### src/rtl/alu_cmd_sequencer.sv
// Command sequencer in front of the 4-bit ALU: operand fetch,
// one-cycle execute, register write-back and result reporting.
module alu_cmd_sequencer #(
    parameter int W = 4,
    parameter int NREG = 4,
    localparam int AW = $clog2(NREG)
) (
    input  logic          clk,
    input  logic          rst,
    input  logic          cmd_valid,
    output logic          cmd_ready,
    input  logic [2:0]    cmd_op,
    input  logic [AW-1:0] cmd_rd,
    input  logic [AW-1:0] cmd_rs1,
    input  logic [AW-1:0] cmd_rs2,
    input  logic          cmd_use_imm,
    input  logic [W-1:0]  cmd_imm,
    output logic [W-1:0]  alu_a,
    output logic [W-1:0]  alu_b,
    output logic [2:0]    alu_op,
    input  logic [W-1:0]  alu_result,
    input  logic          alu_overflow,
    output logic          res_valid,
    output logic [W-1:0]  res_data,
    output logic          res_ovf,
    output logic          res_err,
    output logic          sticky_ovf,
    input  logic          clr_sticky,
    input  logic [AW-1:0] dbg_addr,
    output logic [W-1:0]  dbg_data
);

    typedef enum logic [1:0] {
        IDLE,
        EXEC,
        WB
    } state_t;

    state_t        state;
    logic [W-1:0]  rf [NREG];
    logic [AW-1:0] rd_q;
    logic          err_q;
    logic          arith;

    assign cmd_ready = (state == IDLE);
    assign dbg_data  = rf[dbg_addr];
    assign arith     = (alu_op[2:1] == 2'b00);

    always_ff @(posedge clk) begin
        if (rst) begin
            state      <= IDLE;
            alu_a      <= '0;
            alu_b      <= '0;
            alu_op     <= 3'b000;
            rd_q       <= '0;
            err_q      <= 1'b0;
            res_valid  <= 1'b0;
            res_data   <= '0;
            res_ovf    <= 1'b0;
            res_err    <= 1'b0;
            sticky_ovf <= 1'b0;
            for (int i = 0; i < NREG; i++) begin
                rf[i] <= '0;
            end
        end else begin
            // a set in the same cycle as a clear takes priority
            sticky_ovf <= res_ovf | (sticky_ovf & ~clr_sticky);
            res_valid  <= 1'b0;
            res_ovf    <= 1'b0;
            res_err    <= 1'b0;
            unique case (state)
                IDLE: begin
                    if (cmd_valid) begin
                        rd_q   <= cmd_rd;
                        err_q  <= (cmd_op[2:1] == 2'b01);
                        alu_a  <= rf[cmd_rs1];
                        alu_b  <= cmd_use_imm ? cmd_imm
                                              : rf[cmd_rs2];
                        alu_op <= cmd_op;
                        state  <= EXEC;
                    end
                end
                EXEC: begin
                    res_valid <= 1'b1;
                    res_data  <= err_q ? '0 : alu_result;
                    res_ovf   <= alu_overflow & arith & ~err_q;
                    res_err   <= err_q;
                    state     <= WB;
                end
                WB: begin
                    if (!err_q) begin
                        rf[rd_q] <= res_data;
                    end
                    state <= IDLE;
                end
                default: state <= IDLE;
            endcase
        end
    end

endmodule
### config.mk
export PLATFORM = sky130hd
export DESIGN_NAME = alu_cmd_sequencer
export DESIGN_NICKNAME = d
export VERILOG_FILES = /design/src/rtl/alu_cmd_sequencer.sv
export SDC_FILE = /design/constraint.sdc
export NUM_CORES = 1
export LEC_CHECK = 0
export ABC_AREA = 1
export CORE_ASPECT_RATIO = 1.4
export CORE_MARGIN = 2
export CORE_UTILIZATION = 52
export DETAILED_ROUTE_END_ITERATION = 6
export PLACE_DENSITY = 0.84
export SYNTH_ARGS = -nofsm -noshare
export SYNTH_HDL_FRONTEND = slang
export SYNTH_SLANG_ARGS = --single-unit
### constraint.sdc
create_clock -name clk -period 2.25 [get_ports clk]
set_clock_uncertainty 0.1 [all_clocks]
set_input_delay 0.3375 -clock clk [delete_from_list [all_inputs] [get_ports clk]]
set_output_delay 0.3375 -clock clk [all_outputs]
set_load 0.005 [all_outputs]
# After elaboration in Yosys (flattened, before gate mapping)
# Memory sizes are Yosys's and may differ from the RTL's. A register that Yosys moved wholly into a read port is not among the register bits.
# Index checks and enable logic that the tools add are counted.
# op_classes
reduce_logical	5
eq_ne	4
muxes	14
bitwise_logic	7
# op_table
cell	n
$mux 4	3
$mux 1	8
$eq 2x1->1 const B	2
$logic_not 2->1	2
$mux 2	2
$pmux 2 s2	1
$reduce_or 4->1	1
$and 1x1->1	3
$not 1->1	3
$eq 2x2->1 const B	1
$ne 2x2->1 const B	1
$reduce_and 2->1	1
$reduce_or 2->1	1
$or 1x1->1	1
# totals
memories	1
word_cells	41
input_bits	25
output_inout_bits	24
ramBits	16
regBits	20
# mem_list
name	words	width	read_ports	rd_clocked_by_memory_dff	wr	line	text
rf	4	4	3	1	4	40	logic [W-1:0] rf [NREG];

# Logic depth before layout (Yosys ltp)
# depth
ltp_word	6
depth_mapped	7
depth_no_buf	7

# Least setup slack after synthesis
# OpenSTA, ideal clock, no wires.
# synth_timing
path_kind	reg-to-reg
start	reg state[1]
end	mem rf[0][0], enable pin
path_buffers	0
setup_time_ns	0.361
required_ns	1.789
stages_incl_launch_ff	5
slack_ns	0.692
synth_period_minus_slack_ns	1.558
arrival_ns	1.096
cell_sequence	dfxtp_1 nand3_2 nor2_2 nand2_2 o21ai_0
# synth_rtl
item	line	text
from (decl)	39	state_t state;
from (signal assigned)	51	state <= IDLE;
from (signal assigned)	80	state <= EXEC;
from (signal assigned)	88	state <= WB;
to (decl)	40	

# Final worst setup path
# layout_timing
start	in dbg_addr[0]
end	out dbg_data[2]
# layout_between
elab_chain_len	1
# layout_rtl
item	line	text
from (decl)	29	input logic [AW-1:0] dbg_addr,
$mem_v2 4x4	-	
to (decl)	30	output logic [W-1:0] dbg_data
# Every way passes these cells.

==> reports/metrics.cfg <==
[detailed_routing]
drt-pass1-iter-count = 4
drc_errors = 0
wl_per_cell_um = 13.38
antenna_left = 0
wl_mm = 4.537
viasPerCell = 5.363
drtIter0Drc = 41
vias = 1818

[floorplanning]
fp.dieW_um = 54.83
die-area_um2 = 4120
initial_core_util = 0.5516
die_h_um = 75.16
rows = 25
core_area_um2 = 3410
ios = 49

[layout]
layout.nets = 323
area_growth_pct = 34.86
layout_common_cells = nand2_1, clkdlybuf4s50_1, inv_1, a21oi_1, nor2_1
utilization = 0.7439
diodes = 0
drive_above_1_share = 0.07692
final_cells = 339
layout_commonest_cell = nand2_1
design_area_um2 = 2536

[clocking]
cts_root_buf = clkbuf_8
clkSlewWorstSetupHoldPaths_ps = 70
cts_max_level = 2
hold_buffers = 0
clockBufferDepth = 2
cts_tree = built
cts_made_buffers = 5
cts_sinks = 40
clock_latency_ps = 280

[placed_design]
finalWeightedCongestion = 0.8676
portBuffers = 48
placed_area_um2 = 2432
pre_cts_ws_ps = 35.84
placedCellCount = 331
dp_hpwl_mm = 3.480

[yosys]
syn_nets = 267
synth_cells = 242
ys_ff_latch = 40
ys_warn_count = 0
yosysSeqAreaShare = 0.5110
synth_edf_count = 16
syn-cell-area_um2 = 1881
ys.flop_type = dfxtp_1
synth.distinct_cells = 23
avgSynthCellArea_um2 = 7.771
async_reset_ff_frac = 0

[setup_path]
critPathLaunchType = primary input
worstPathMaxFanout = 8
required_ps = 1810
cp.arrival_ps = 1390
critical_path_class = in -> out
cp-end-kind = output pin
reg2reg_from = rd_q[1]
critPathLaunch = dbg_addr[0]

[grt]
grt_first_pass_wirelength_mm = 7.176
overflow = 0
grt_pass1_vias = 1701
antenna_found_initial = 0
grt_max_degree = 17
grt.total_usage = 0.2472

[power]
ir_drop_mv = 0.6116
power_density_nw_per_um2 = 615.7
p_leak_nw = 1.057

[status]
status = finished clean

[sta]
period_needed_ps = 1830
setup_tns_ps = 0
slew_violations = 0
timing.final.crit_share = 0.8134
rsz0062_at_grt = no
maxSlewHeadroom = 0.6017
fin_ws_ps = 419.9
finalHoldViolations = 0
fmax_ghz = 0.5464
final-setup-viol-count = 0
tightestPinTransition_ps = 592.4

[min_path]
holdCritPathClass = reg -> reg
hp-start = err_q

[flow_run]
cap_viol_max_count = 0

[report_power, final]
group	internal, mW	switching [mW]	leakage (nW)
Combinational	0.137	0.130	0.648
Clock	0.250	0.226	0.0455
Sequential	0.791	0.0280	0.363
[cell type report]
cell class              instances  area (µm²)
multi-input cells             162       758.2
clock buffers                   8       90.09
fillers                       276       873.3
repair buffers                 56       550.5
flip-flops and latches         40       960.9
well taps                      40       50.05
inverters                      33       126.4
[flip-flops by register name, indices dropped and copies added (netlist names), 2 cells and up]
signal,flops
rf,16
alu_a,4
alu_b,4
res_data,4
alu_op,3
rd_q,2
state,2
[stage by stage]
stage          hold slack [ps]  power [mW]
4_1_cts                  383.6       1.574
2_1_floorplan            356.4      0.9572
5_1_grt                  395.3       1.642
3_5_place_dp             373.5       1.102
6_report                 384.0       1.561
3_3_place_gp             353.9       1.096
[worst paths after layout]
kind	endpoint	slack (ps)	cells after the start
worst min register to register	err_q	380	2
worst max-delay path	dbg_data[2]	420	6
worst max register to register	rf[3][0]	630	2
worst min-delay path	err_q	380	2
[metal layers]
| metal | GRT usage | up-vias | wire [µm] |
|---|---|---|---|
| met1 | 0.2604 | 841 | 1695 |
| met2 | 0.4312 | 58 | 2525 |
| met4 | 0.1417 | 0 | 106 |
| met5 | 0 | - | 0 |
| met3 | 0.06151 | 10 | 210 |
| li1 | - | 909 | - |
[cells in the mapped netlist, types with 2 or more instances]
| cell | number | area share |
|---|---|---|
| nand2_1 | 45 | 0.090 |
| inv_1 | 30 | 0.060 |
| a21oi_1 | 29 | 0.077 |
| nor2_1 | 28 | 0.056 |
| dfxtp_1 | 24 | 0.26 |
| nand3_1 | 21 | 0.056 |
| edfxtp_1 | 16 | 0.26 |
| o21ai_0 | 16 | 0.043 |
| nor3_1 | 12 | 0.032 |
| buf_2 | 4 | 0.011 |
| o211ai_1 | 4 | 0.016 |
| clkbuf_1 | 2 | 0.0040 |
[kinds of logic (layout without fill, tap and decap cells)]
family | after synthesis | in the layout | share of synthesized area
flip-flops | 40 | 40 | 0.5110
buffers and inverters | 40 | 97 | 0.08783
AND/OR/NAND/NOR | 112 | 112 | 0.2615
AO/OA/AOI/OAI | 50 | 50 | 0.1397
[repair_timing]
| action | 4_1_cts | 5_1_grt |
|---|---|---|
| endpoints found under the hold margin | 0 | 0 |
| setup endpoints to repair | 0 | 4 |
| resized for setup | 0 | 9 |
| setup buffers | 0 | 0 |
[critical path, stage by stage]
cell and delay, ps:
clkdlybuf4s50_1 490, inv_2 80, buf_4 150, a21oi_1 140, a21oi_1 50, dlymetal6s2s_1 140
Power figures use the tool's default switching activity.
